==> src/rtl/delta_scan_ctrl.sv <==
`default_nettype none
// ============================================================================
// Module   : delta_scan_ctrl
// Purpose  : Shares one delta-modulation compare datapath across NCH sample
//            channels. Each channel keeps a current sample and a reference
//            (previous spiking) value. A scan request walks every channel once,
//            in order, and gives one registered result per channel. A spiking
//            channel takes its compared sample as its new reference.
// Ports    : clk, rst_n (sync, active-low), ena (global stall when low)
//            sample_valid/sample_ch/sample_data : per-channel sample write
//            threshold, off_spike_en            : compare controls
//            scan_start -> busy                 : scan request / in progress
//            spike_valid, spike_ch, spike[1:0]  : per-channel result
//            scan_done                          : pulse with last result
// Config   : DELTA_REFRACTORY_EN - after a spike, a channel's next REFRAC
//            evaluations give no spike and leave the reference unchanged.
// Revision : 1.0 - initial release
// ============================================================================
module delta_scan_ctrl #(
  parameter int NCH    = 4,
  parameter int DW     = 5,
  parameter int CW     = 2,
  parameter int REFRAC = 2
) (
  input  logic          clk,
  input  logic          rst_n,
  input  logic          ena,
  input  logic          sample_valid,
  input  logic [CW-1:0] sample_ch,
  input  logic [DW-1:0] sample_data,
  input  logic [DW-1:0] threshold,
  input  logic          off_spike_en,
  input  logic          scan_start,
  output logic          busy,
  output logic          spike_valid,
  output logic [CW-1:0] spike_ch,
  output logic [1:0]    spike,
  output logic          scan_done
);

  typedef enum logic [0:0] {
    S_IDLE = 1'b0,
    S_EVAL = 1'b1
  } state_t;

  state_t          state_q, state_d;
  logic [CW-1:0]   idx_q, idx_d;
  logic [DW-1:0]   data_q [NCH];
  logic [DW-1:0]   prev_q [NCH];

  logic            spike_valid_q;
  logic [CW-1:0]   spike_ch_q;
  logic [1:0]      spike_q;
  logic            scan_done_q;

  logic            w_eval;
  logic [DW-1:0]   w_cur_data;
  logic [DW-1:0]   w_cur_prev;
  logic signed [DW:0] w_diff;
  logic signed [DW:0] w_thr;
  logic            w_up_raw;
  logic            w_down_raw;
  logic            w_block;
  logic            w_hit;
  logic            w_down;

  // A channel is evaluated on every enabled edge spent in EVAL.
  assign w_eval     = ena && (state_q == S_EVAL);
  assign w_cur_data = data_q[idx_q];
  assign w_cur_prev = prev_q[idx_q];

  // Both operands are zero-extended, so the DW+1 bit signed difference
  // covers the full -(2^DW-1)..(2^DW-1) range without overflow.
  assign w_diff     = $signed({1'b0, w_cur_data}) - $signed({1'b0, w_cur_prev});
  assign w_thr      = $signed({1'b0, threshold});
  assign w_up_raw   = (w_diff > w_thr);
  assign w_down_raw = off_spike_en && (w_diff < -w_thr);

`ifdef DELTA_REFRACTORY_EN
  localparam int RW = (REFRAC < 1) ? 1 : $clog2(REFRAC + 1);
  logic [RW-1:0] ref_cnt_q [NCH];

  assign w_block = (ref_cnt_q[idx_q] != '0);

  always_ff @(posedge clk) begin
    if (!rst_n) begin
      for (int i = 0; i < NCH; i++) ref_cnt_q[i] <= '0;
    end else if (w_eval) begin
      if (w_block)
        ref_cnt_q[idx_q] <= ref_cnt_q[idx_q] - RW'(1);
      else if (w_hit)
        ref_cnt_q[idx_q] <= RW'(REFRAC);
    end
  end
`else
  logic w_unused_refrac;
  assign w_unused_refrac = ^REFRAC;
  assign w_block         = 1'b0;
`endif

  assign w_hit  = (w_up_raw || w_down_raw) && !w_block;
  assign w_down = w_down_raw && !w_block;

  // ---------------------------------------------------------------- FSM
  always_ff @(posedge clk) begin
    if (!rst_n) begin
      state_q <= S_IDLE;
      idx_q   <= '0;
    end else begin
      state_q <= state_d;
      idx_q   <= idx_d;
    end
  end

  always_comb begin
    state_d = state_q;
    idx_d   = idx_q;
    if (ena) begin
      case (state_q)
        S_IDLE: begin
          if (scan_start) begin
            state_d = S_EVAL;
            idx_d   = '0;
          end
        end
        S_EVAL: begin
          idx_d = idx_q + CW'(1);
          if (idx_q == CW'(NCH - 1)) state_d = S_IDLE;
        end
        default: begin
          state_d = S_IDLE;
          idx_d   = '0;
        end
      endcase
    end
  end

  // ------------------------------------------------ sample / reference
  // Reads above see the pre-edge data, so a write that collides with the
  // channel under evaluation only affects the next scan.
  always_ff @(posedge clk) begin
    if (!rst_n) begin
      for (int i = 0; i < NCH; i++) begin
        data_q[i] <= '0;
        prev_q[i] <= '0;
      end
    end else if (ena) begin
      if (sample_valid) data_q[sample_ch] <= sample_data;
      if (w_eval && w_hit) prev_q[idx_q] <= w_cur_data;
    end
  end

  // ------------------------------------------------------- result regs
  // Valid/done are single-cycle pulses: any edge that does not evaluate
  // clears them, so a result masked by a stall is never replayed.
  always_ff @(posedge clk) begin
    if (!rst_n) begin
      spike_valid_q <= 1'b0;
      spike_ch_q    <= '0;
      spike_q       <= 2'b00;
      scan_done_q   <= 1'b0;
    end else if (w_eval) begin
      spike_valid_q <= w_hit;
      spike_ch_q    <= idx_q;
      spike_q       <= {w_down, w_hit};
      scan_done_q   <= (idx_q == CW'(NCH - 1));
    end else begin
      spike_valid_q <= 1'b0;
      scan_done_q   <= 1'b0;
    end
  end

  assign busy        = (state_q == S_EVAL);
  assign spike_valid = spike_valid_q && ena;
  assign scan_done   = scan_done_q && ena;
  assign spike_ch    = spike_ch_q;
  assign spike       = spike_q;

endmodule
`default_nettype wire

==> config.mk <==
export PLATFORM = sky130hd
export DESIGN_NAME = delta_scan_ctrl
export DESIGN_NICKNAME = d
export VERILOG_FILES = /design/src/rtl/delta_scan_ctrl.sv
export SDC_FILE = /design/constraint.sdc
export NUM_CORES = 1
export LEC_CHECK = 0
export BUFFER_PORTS_ARGS = -buffer_cell sky130_fd_sc_hd__buf_2
export CORE_ASPECT_RATIO = 0.9
export CORE_MARGIN = 5
export CORE_UTILIZATION = 56
export DETAILED_ROUTE_END_ITERATION = 6
export GPL_TIMING_DRIVEN = 0
export HOLD_SLACK_MARGIN = 0.08
export PLACE_DENSITY = 0.85
export SLEW_MARGIN = 0
export SYNTH_ARGS = -nofsm -noshare
export SYNTH_HDL_FRONTEND = slang
export SYNTH_SLANG_ARGS = --single-unit
==> constraint.sdc <==
create_clock -name clk -period 7.6 [get_ports clk]
set_input_delay 1.52 -clock clk [delete_from_list [all_inputs] [get_ports clk]]
set_output_delay 1.52 -clock clk [all_outputs]
set_load 0.01 [all_outputs]
==> metrics.csv <==
metric;value;unit
Worst path slowest cell;o31ai_1;
Post-CTS Setup Inserts;0;
Post-Syn Area;0.00287;sq mm
# setup viols final;0;
worst flop-to-flop path endpoint;prev_q[0][3]$_SDFFCE_PN0P_;
die area;0.00666;sq mm
initial antenna violation count;0;
TritonRoute pass-1 iters;4;
f_max;0.190;GHz
site row count;24;
critical path launch point type;register;
Die H;77.9;um
Diodes inserted;0;
number of enable flip-flop cells after synthesis;40;
CP max FO;10;
critical-path cell list;buf_1 -> mux4_2 -> inv_1 -> ha_1 -> inv_1 -> fa_1 -> a21o_1 -> a21oi_1 -> xnor2_1 -> ha_1 -> and4_1 -> o2111ai_1 -> o211ai_1 -> a2111oi_4 -> o21ai_0 -> o31ai_1;
status;finished, final reports clean;
syn_area_per_cell;11.7;sq um
Hold WC Path Type;reg -> reg;
Most used DFF post-synth;edfxtp_1;
crit path kind;reg -> reg;
Ports;25;
GPL Wtd Cong;0.803;
R2R Setup Slk;2.33;ns
worst setup margin;2.33;ns
CP delay by family, top;compound AO/OA/AOI/OAI gates;
CTS sink cnt;51;
Synth Instances;245;
ys async rst share;0;%
DRT iter0 DRCs;74;
fraction of layout cells with a size suffix above 1;19.2;%
crit share post-route;69.3;%
WL/cell;16.7;um
PortBufs;23;
largest net degree at the start of global routing;15;
skew final;0.0108;ns
Fillers;410;
post-layout util;64.3;%
vias in the first global route;2071;
Final Hold Vio Count;0;
Yosys top cell area share;41.8;%
worst hold stages;2;
final slew viol count;0;
Core ar.;0.00489;sq mm
nets@finish;309;
Clock Tree Buf Depth;2;
Worst path max stage delay;0.78;ns
DR vias;1952;
Num CTS Buffers;5;
max-cap viol count;0;
Min-Delay Endpoint;spike[0]$_SDFFE_PN0P_;
CP Data Arrival Time;5.19;ns
Critical path buffers and inverters;3;
Worst VDD drop;0.138;mV
number of synthesized register bits;51;
unrepaired setup endpoints after global routing;no;
Multi-input gate area;0.00132;sq mm
total placed instance area;0.00307;sq mm
worst hold path startpoint;spike[0]$_SDFFE_PN0P_;
final instance area;0.00315;sq mm
drt drc;0;
relative max-transition margin;38.0;%
Worst-Margin Slew;0.922;ns
Crit. End Element;register;
Clk Tree Root Cell;clkbuf_8;
gr ovfl total;0;
Synth-to-Final Area Change;9.63;%
All-Layer GR Usage;19.1;%
cell with the most instances after synthesis;edfxtp_1;
worst skew pair latency;0.30;ns
number of warnings printed during yosys synthesis;0;
# H-tree levels;2;
Final HPWL DP;4390;um
CTS tree;done;
power per cell area;191;mW/mm^2
chip width;85.5;um
CTS Hold Bufs;0;
Tmin final;5.27;ns
Final TNS setup;0;ns
Post-Route WL;5700;um
Commonest cells post-synth;edfxtp_1, and2_1, inv_1, nor2_1, ha_1;
Req. time, crit path;7.52;ns
top post-synthesis cells by area;edfxtp_1, mux4_2, dfxtp_1;
Register Area;0.00142;sq mm
pre-CTS setup slack;2.30;ns
Initial Util;58.7;%
Distinct cells, synth;44;
clk slew on worst S/H paths;0.07;ns
syn_nets;279;
Detail Route Antenna Nets;0;
Yosys top cell by area;edfxtp_1;
leakage power;1.21;nW
Via density;5.72;
post-CTS sizing;0;
Seq/Total Area, Yosys;49.5;%
Pwr Total;0.602;mW
R2R cell count;16;
first-pass GRT wire length;9820;um
## power breakdown
| part | internal, mW | switching, mW | total [mW] |
|---|---|---|---|
| logic | 0.0573 | 0.0806 | 0.138 |
| clock network | 0.0655 | 0.0803 | 0.146 |
| registers | 0.314 | 0.00423 | 0.318 |
| total | 0.436 | 0.165 | 0.602 |
## state kept, by name (all words and copies together) (netlist names), named ones only
register and cells:
idx_q 2, prev_q 20, spike_valid_q 1, spike_ch 2, busy 1, data_q 20, scan_done_q 1, spike 2
## metal layers
metal,GRT usage [%],routed length (um),share of wire (%),vias to the layer above
li1,-,-,-,948
met1,23.4,2310,40,925
met2,32.5,2870,50,68
met3,4.03,387,6.8,11
met4,8.39,130,2.3,0
met5,0,0,0,-
## tightest hold or removal path: cells and delay by family, from the launching register on
kind / cells / cell delay [ns]
and+or+nand+nor: 2 / 0.11
DFF: 1 / 0.31
## cells by family after synthesis
kind of cell	after synthesis	synth area share, %
muxes	10	7.84
DFF	51	49.5
and+or+nand+nor	101	20.1
AOI/OAI and AO/OA	31	8.89
buffers and inverters	30	4.62
adders and majority gates	16	7.23
xor gates and xnor gates	6	1.83
## stage by stage
step                      hold slack, ns  std cells
after floorplan                    0.478        245
after global placement             0.441        333
after detailed placement           0.447        333
after CTS                          0.462        341
after global routing               0.484        341
final                              0.460        341
## how the worst max path moves through the flow
stage,end,cells past startpoint,from
finish,prev_q[0][3]$_SDFFCE_PN0P_,16,register
global route,prev_q[0][3]$_SDFFCE_PN0P_,16,register
CTS,prev_q[0][3]$_SDFFCE_PN0P_,16,register
detailed placement,prev_q[0][4]$_SDFFCE_PN0P_,16,register
global placement,prev_q[1][2]$_SDFFCE_PN0P_,16,register
floorplan,prev_q[0][0]$_SDFFCE_PN0P_,16,register
## final cells by class
cell class,instances,area share [%]
timing repair buffer,23,3.66
tap,65,2.58
inverter,20,2.38
multi-input combinational,164,41.9
sequential,51,45.2
buffer,10,1.83
clock buffer,8,2.54
## cell usage in the layout (no fill, tap or decap), drive strengths merged, types with 2 or more instances in the layout
cell type / count
edfxtp: 40
buf: 30
and2: 23
inv: 20
nor2: 16
ha: 15
nor3: 12
nand2: 11
dfxtp: 11
clkbuf: 11
mux4: 10
a21oi: 9
o21ai: 8
nor2b: 8
nand2b: 6
nand3: 5
nor4: 5
xnor2: 4
nor3b: 4
or2: 4
o211ai: 3
xor2: 2
a211oi: 2
o2111ai: 2
and3: 2
(Power assumes the default switching activity.)
